## config.mk

```make
export PLATFORM = sky130hd
export DESIGN_NAME = ps2_host_tx
export DESIGN_NICKNAME = d
export VERILOG_FILES = /design/src/rtl/ps2_host_tx.sv
export SDC_FILE = /design/constraint.sdc
export NUM_CORES = 1
export LEC_CHECK = 0
export CAP_MARGIN = 5
export CORE_MARGIN = 2
export CORE_UTILIZATION = 35
export DETAILED_ROUTE_END_ITERATION = 8
export PLACE_DENSITY = 0.49
export SLEW_MARGIN = 20
export SYNTH_ARGS = -nofsm -noshare
export SYNTH_HDL_FRONTEND = slang
export SYNTH_SLANG_ARGS = --single-unit
```

## constraint.sdc

```tcl
create_clock -name clk -period 3 [get_ports clk]
set_clock_uncertainty 0.15 [all_clocks]
set_input_delay 0.6 -clock clk [delete_from_list [all_inputs] [get_ports clk]]
set_output_delay 0.6 -clock clk [all_outputs]
set_load 0.05 [all_outputs]
```

## src/rtl/ps2_host_tx.sv

```systemverilog
// ps2_host_tx: PS/2 host-to-device byte transmitter (inhibit, request, shift with odd parity, ACK check) driving open-drain oe pins
module ps2_host_tx #(
  parameter int INHIBIT_CYCLES = 5000,
  parameter int FILTER_LEN     = 8,
  parameter int TIMEOUT_CYCLES = 1000000
) (
  input  logic       clk,
  input  logic       rst,
  input  logic       ps2_clk_in,
  input  logic       ps2_data_in,
  output logic       ps2_clk_oe,
  output logic       ps2_data_oe,
  input  logic [7:0] tx_data,
  input  logic       tx_start,
  output logic       busy,
  output logic       done,
  output logic       ack_ok,
  output logic       error
);
  localparam int IW = $clog2(INHIBIT_CYCLES + 1);
  localparam int FW = $clog2(FILTER_LEN + 1);
  localparam int TW = $clog2(TIMEOUT_CYCLES + 1);
  localparam logic [IW-1:0] I_LAST = IW'(INHIBIT_CYCLES - 1);
  localparam logic [FW-1:0] F_LAST = FW'(FILTER_LEN - 1);
  localparam logic [TW-1:0] T_LAST = TW'(TIMEOUT_CYCLES - 1);
  typedef enum logic [2:0] {IDLE, INHIBIT, REQ, SEND, ACK, WAITIDLE, DONE} state_t;
  state_t state, state_nx;
  logic [1:0] clk_sync, data_sync;
  logic clk_f, clk_f_d, fall, data_s, timeout, data_bit, nack;
  logic [FW-1:0] fcnt;
  logic [IW-1:0] icnt;
  logic [TW-1:0] tcnt;
  logic [3:0] n;
  logic [9:0] drv;
  always_comb begin
    data_s = data_sync[1];
    fall = clk_f_d & ~clk_f;
    timeout = (state == SEND || state == ACK) && tcnt == T_LAST;
    busy = state != IDLE;
    done = state == DONE;
    ps2_clk_oe = state == INHIBIT || state == REQ;
    ps2_data_oe = state == REQ || (state == SEND && data_bit);
    state_nx = state;
    case (state)
      IDLE:     state_nx = tx_start ? INHIBIT : IDLE;
      INHIBIT:  state_nx = icnt == I_LAST ? REQ : INHIBIT;
      REQ:      state_nx = SEND;
      SEND:     state_nx = timeout ? DONE : (fall && n == 4'd9) ? ACK : SEND;
      ACK:      state_nx = timeout ? DONE : fall ? WAITIDLE : ACK;
      WAITIDLE: state_nx = (clk_f && data_s) ? DONE : WAITIDLE;
      DONE:     state_nx = IDLE;
      default:  state_nx = IDLE;
    endcase
  end
  always_ff @(posedge clk or posedge rst)
    if (rst) state <= IDLE;
    else state <= state_nx;
  always_ff @(posedge clk or posedge rst)
    if (rst) begin
      clk_sync <= 2'b11;
      data_sync <= 2'b11;
      clk_f <= 1'b1;
      clk_f_d <= 1'b1;
      fcnt <= '0;
    end else begin
      clk_sync <= {clk_sync[0], ps2_clk_in};
      data_sync <= {data_sync[0], ps2_data_in};
      clk_f_d <= clk_f;
      if (clk_sync[1] == clk_f) fcnt <= '0;
      else if (fcnt == F_LAST) begin
        clk_f <= clk_sync[1];
        fcnt <= '0;
      end else fcnt <= fcnt + 1'b1;
    end
  // drv holds the pin-drive values for edges 1..10: inverted data, inverted odd parity, released stop
  always_ff @(posedge clk or posedge rst)
    if (rst) begin
      icnt <= '0;
      tcnt <= '0;
      n <= '0;
      drv <= '0;
      data_bit <= 1'b0;
      nack <= 1'b0;
      ack_ok <= 1'b0;
      error <= 1'b0;
    end else begin
      icnt <= state == INHIBIT ? icnt + 1'b1 : '0;
      tcnt <= (state == SEND || state == ACK) ? tcnt + 1'b1 : '0;
      if (state == IDLE && tx_start) begin
        drv <= {1'b0, ^tx_data, ~tx_data};
        n <= '0;
        nack <= 1'b0;
        ack_ok <= 1'b0;
        error <= 1'b0;
      end
      if (state == REQ) data_bit <= 1'b1;
      if (state == SEND && fall) begin
        data_bit <= drv[0];
        drv <= {1'b0, drv[9:1]};
        n <= n + 1'b1;
      end
      if (state == ACK && fall) nack <= data_s;
      if (state != DONE && state_nx == DONE) begin
        ack_ok <= ~(timeout | nack);
        error <= timeout | nack;
      end
    end
endmodule

```

======== After elaboration in Yosys (flattened, before gate mapping) ========
Cells that the tools add are included.
storage, ports and cells
  flip-flop bits (word level) ............. 64
  bits of input ports ..................... 13
  output and inout bits ................... 6
cells by class
  $add $sub $neg .......................... 4
  eq/ne operators ......................... 13
  multiplexer cells ....................... 22
  bitwise logic cells ..................... 6
  reduce and logical (&&, ||, !) cells .... 19
operators by type and width
  kind                     number
  $add A20 B1 Y20 const B  1
  $eq A20 B20 Y1 const B   1
  $mux W10                 2
  $mux W20                 1
  $pmux W3 S6              1
  $mux W4                  4
  $add A13 B1 Y13 const B  1
  $eq A13 B13 Y1 const B   1
  $mux W13                 1
  $eq A3 B3 Y1 const B     4
  $add A4 B1 Y4 const B    2
  $logic_and A1 B1 Y1      8
  $mux W1                  8
  $not A8 Y8               1
  $reduce_bool A2 Y1       4
  $reduce_xor A8 Y1        1
  $eq A3 B2 Y1 const B     2
  $mux W2                  3
  $mux W3                  2
  $eq A4 B3 Y1 const B     1
  $eq A4 B4 Y1 const B     1
  $eq A3 B1 Y1 const B     1
  $logic_not A3 Y1         1
  $logic_or A1 B1 Y1       3
  other kinds (7)          9

======== Longest topological paths before layout ========
Gate-level depths: netlist of the first run.
  word-level depth ........................ 9
  mapped depth ............................ 7
  mapped depth without buffers ............ 7

======== Worst setup path after synthesis of the first run ========
No wires, ideal clock.
  kind .................................... reg2reg
  start point ............................. register icnt[3]
  end point ............................... register ack_ok
  arrival time ............................ 1.983 ns
  data required time ...................... 2.719 ns
  setup slack ............................. 0.736 ns
  stages on the path, launching flop included .. 6
  buffers on the path ..................... 0
  clock period less this slack ............ 2.264 ns
  cells stage by stage .................... dfrtp_1 or4_4 or4_4 o211ai_2 a211oi_1 or3_1
between the ends
  cells in the longest elaborated chain, start to end .. 6
  elaborated cells on any way between the ends .. 7
RTL lines
  item                                           line  text
  from (decl)                                    31    logic [IW-1:0] icnt;
  from (signal assigned)                         87    icnt <= state == INHIBIT ? icnt + 1'b1 : '0;
  $eq A13 B13 Y1 (*)                             46    INHIBIT: state_nx = icnt == I_LAST ? REQ : INHIBIT;
  $mux W2 (*)                                    46
  $pmux W3 S6 (*)                                44    case (state)
  $eq A3 B3 Y1 (*)                               103   if (state != DONE && state_nx == DONE) begin
  $logic_and A1 B1 Y1 (*)                        103
  $mux W1 or $reduce_bool A2 Y1 (tied branches)  -
  to (signal assigned)                           104   ack_ok <= ~(timeout | nack);
  to (decl)                                      17    output logic ack_ok,
Every way passes the cells marked *; elsewhere a longest branch is shown, timed or not.
A chain may end at the register's enable or synchronous reset.

======== Worst setup path in the final report of the first run ========
  start point ............................. register state[2]
  end point ............................... output ps2_data_oe
between the ends
  cells in the longest elaborated chain, start to end .. 3
  elaborated cells on any way between the ends .. 4
RTL lines
  item                    line  text
  from (decl)             27    state_t state, state_nx;
  from (signal assigned)  57    else state <= state_nx;
  $eq A3 B2 Y1            42    ps2_data_oe = state == REQ || (state == SEND && data_bit);
  $logic_and A1 B1 Y1     42
  $logic_or A1 B1 Y1 (*)  42
  to (decl)               12    output logic ps2_data_oe,
Marks and branches as above.

==> results of run 1 <==
## how the worst min path moves through the flow
stage | start | end | slack (ns) | cells after the start
after floorplan | clk_sync[0] | clk_sync[1] | 0.20 | 0
after global placement | clk_sync[0] | clk_sync[1] | 0.20 | 0
after detailed placement | data_sync[0] | data_sync[1] | 0.20 | 0
after CTS | data_sync[0] | data_sync[1] | 0.21 | 0
after global routing | data_sync[0] | data_sync[1] | 0.21 | 0
final | data_sync[0] | data_sync[1] | 0.21 | 0
## cell type report
class | count | area [um2]
Fill cell | 855 | 5040
Sequential cell | 63 | 1580
Multi-Input combinational cell | 237 | 1410
Timing Repair Buffer | 23 | 230
Clock buffer | 12 | 135
Tap cell | 108 | 135
Clock inverter | 4 | 70.1
Inverter | 9 | 33.8
## layer usage
metal  vias to the layer above  wire [um]  global-route usage
met5                         -          0                   0
met1                      1069       3160               0.185
li1                       1150          -                   -
met3                         9        211              0.0439
met4                         0         90              0.0566
met2                        32       2520               0.201
## stage by stage
| step | cell area [um2] | util | total power [mW] |
|---|---|---|---|
| after global routing | 3600 | 0.417 | 1.90 |
| after floorplan | 3070 | - | 0.999 |
| after global placement | 3390 | 0.393 | 1.04 |
| after CTS | 3600 | 0.417 | 1.84 |
| after detailed placement | 3390 | 0.393 | 1.04 |
| final | 3600 | 0.417 | 1.81 |
## sequential cells by signal, summed over array words and instances, names as in the netlist, 2 cells and up
name / count
clk_sync: 2
data_sync: 2
drv: 9
fcnt: 4
icnt: 13
n: 4
state: 3
tcnt: 20
## logic make-up (layout without fill, tap and decap cells)
family                     count (synthesis)  after routing  synth area share
xor gates and xnor gates                  35             35            0.0998
muxes                                      2              2           0.00692
adders and majority gates                  5              5            0.0204
DFF                                       63             63             0.515
buffers and inverters                     20             48            0.0256
and+or+nand+nor                          147            147             0.245
AOI/OAI and AO/OA                         48             48            0.0867
## layout by cell type (no fill, tap or decap), types with 3 or more instances in the layout
cell,netlist,layout
a21oi_1,19,19
and2_1,3,3
and4_1,3,3
buf_4,0,4
clkbuf_1,8,3
clkbuf_8,0,9
clkdlybuf4s50_1,0,18
dfrtp_1,57,57
dfstp_2,6,6
ha_1,5,5
inv_1,9,8
nand2_1,25,25
nand2b_1,3,3
nand3_1,16,16
nand4_1,8,8
nor2_1,48,48
nor2b_1,3,3
nor3_1,13,13
nor4_1,3,3
o21ai_0,22,22
or3_1,9,9
xnor2_1,21,21
xor2_1,14,14
## report_power, final
part | switching [mW] | internal (mW) | total (mW)
Sequential | 0.0251 | 0.890 | 0.915
Clock | 0.316 | 0.466 | 0.782
Combinational | 0.0531 | 0.0577 | 0.111
==> results.md, run 1 <==
Outcome:
- The flow ran to the end, and the final reports show no timing, DRC or antenna violations.

Route:
- After detailed routing, the average wire length per cell comes to 13.1 um.
- The DRC violation count after routing is 0.
- The routed design has 5980 um of wire.
- The via count is 2260.
- The number of nets with antenna violations after detailed routing is 0.
- The count of TritonRoute iterations in the first routing pass is 4.
- After detailed routing, the number of vias per cell comes to slightly below 5.
- After the first detailed-routing iteration, the DRC count stood at 70.

Worst setup path:
- In this run the register-to-register setup slack is 0.55 ns.
- The critical path start-end classification is flip-flop to output port.
- The type of element capturing the critical path is an output port.
- In this run the worst setup path terminates at ps2_data_oe.
- The maximum fanout encountered on the critical timing path is 10.
- Grouping stages by cell kind, the critical path spends the most delay in buffers and inverters.
- The launching instance or port of the critical path is state[2].
- The slowest stage of the critical path is the clkdlybuf4s50_1 cell.
- The critical path data required time is between 2 and 2.5 ns.
- The source of the worst register-to-register timing path is state[0].
- The terminus of the critical flop-to-flop path is ack_ok.
- The signal on the critical path passes through nand2b_1 -> a21oi_1 -> clkdlybuf4s50_1.
- On the worst path, the slowest cell contributes a delay of 0.82 ns.
- The critical path buffer and inverter count is 1.
- The data arrival time of the critical path is 2.03 ns.
- The worst-case reg-to-reg path depth is 5.
- The critical path runs through a total of 3 cells.
- STA classifies the critical path startpoint as a flip-flop.

STA:
- The worst-margin pin slew is 0.524 ns.
- Setup repair after global routing left no endpoint under its margin.
- The clock period minus final worst setup slack is 2.78 ns.
- In this run the tightest slew margin relative to its limit is 0.650.
- The setup TNS after final layout is 0 ns.
- For this run, the top clock speed supported by timing is 359 MHz.
- Setup violations remaining at the end of the flow were counted as 0.
- The tightest hold path in the finished design has a slack of 0.206 ns.
- The final worst-path cycle share is 0.928.
- The total count of max-transition violations in the final report is 0.
- The hold violation total from the final report came to 0.
- Once routing completed, OpenROAD measured the worst setup slack at roughly 0.22 ns.

Synthesis:
- After technology mapping, the gate count stands at 320.
- The synthesized design contains between 60 and 70 register bits.
- In the post-synthesis netlist, the biggest area contributors are dfrtp_1, xnor2_1, nor2_1.
- The share of the yosys chip area belonging to registers is 0.515.
- The number of warnings reported in the yosys synthesis log is 0.
- The mean area per synthesized cell is 9.60 um2.
- In the synthesized netlist the dominant register cell turns out to be dfrtp_1.
- After synthesis, the most frequently instantiated cells are dfrtp_1, nor2_1, nand2_1, o21ai_0, xnor2_1.
- The synthesized design contains 0 enable-type register cells.
- The top cell type by total area after synthesis is dfrtp_1.
- Of the post-synthesis cell area, the dominant cell type holds 0.464.
- Summing every instance area after synthesis gives about 3100 um2.
- The fraction of synthesis flops using an asynchronous set or reset pin is 1.00.
- The number of nets handed over by synthesis was 338.
- By instance count, the leading cell after synthesis is dfrtp_1.
- After synthesis, the netlist uses 38 different library cells.

CTS:
- CTS placed an instance of clkbuf_8 at the clock tree root.
- The clock latency on the worst-skew pair is 0.34 ns.
- No sink is reached through more buffers than the 2 on the longest clock path.
- The number of clock buffers inserted by TritonCTS is 9.
- The number of sinks handled by clock tree synthesis is 63.
- The clock-pin transition on the worst setup and hold timing paths is 0.07 ns.
- The TritonCTS clock tree is built.
- In this run the post-CTS setup repair buffer count came out at 0.
- The quantity of hold-fixing buffers added after cts is 0.
- The CTS H-tree depth is 3.
- Gates resized during post-CTS repair numbered 0.

Die:
- From left edge to right edge, the die measures around 100 um.
- The initial core utilization is 0.356.
- In this run the vertical extent of the chip is 97.7 um.
- The cell row count is 34.
- The number of I/O pins is 19.
- The floorplan step defined a core boundary enclosing 8640 um2.
- The die footprint is 9550 um2.

GRT:
- The initial antenna violation count is 0.
- The via count of the first global-routing pass is 2189.
- The pin count of the biggest net entering global routing is 31.
- After global routing the overflow that remains totals 0.
- Across every metal layer, demand over resource in global routing totals 0.136.
- The first global-routing pass estimated ~10000 um of wire.

Finish:
- From synthesis to final layout, the design area changed by 17.1%.
- The total inserted antenna cells is 0.
- After the last flow step, the layout net total stands at 361.
- Leaving out filler cells and counting taps, the final layout contains around 460.
- The fraction of final layout cells with drive strength greater than 1 is 0.0948.

Placed design:
- The post-placement setup slack is 0.559 ns.
- The wire-length estimate of the detail-placed layout is 4010 um.
- The post-placement cell count is 440.
- The total of buffers placed on input and output ports is 18.
- The congestion estimate from routability-driven global placement came to 0.764.

Power:
- In this run the power density over the cells is ~500 nW/um2.
- The analysis attributes to cell leakage a power of 1.44 nW.
- Across the VDD grid, the largest voltage drop is 0.175 mV.

Flow run:
- Max-cap violations in this run came to 0.

Hold path:
- The type of the worst min-delay path is flip-flop to flip-flop.
Power figures use the tool's default switching activity.
==> inputs of run 2 (changes only) <==
- SKIP_LAST_GASP: not set -> 1
==> results of run 2 <==
Same layout as run 1: the final DEF is identical, and so are final timing and power.
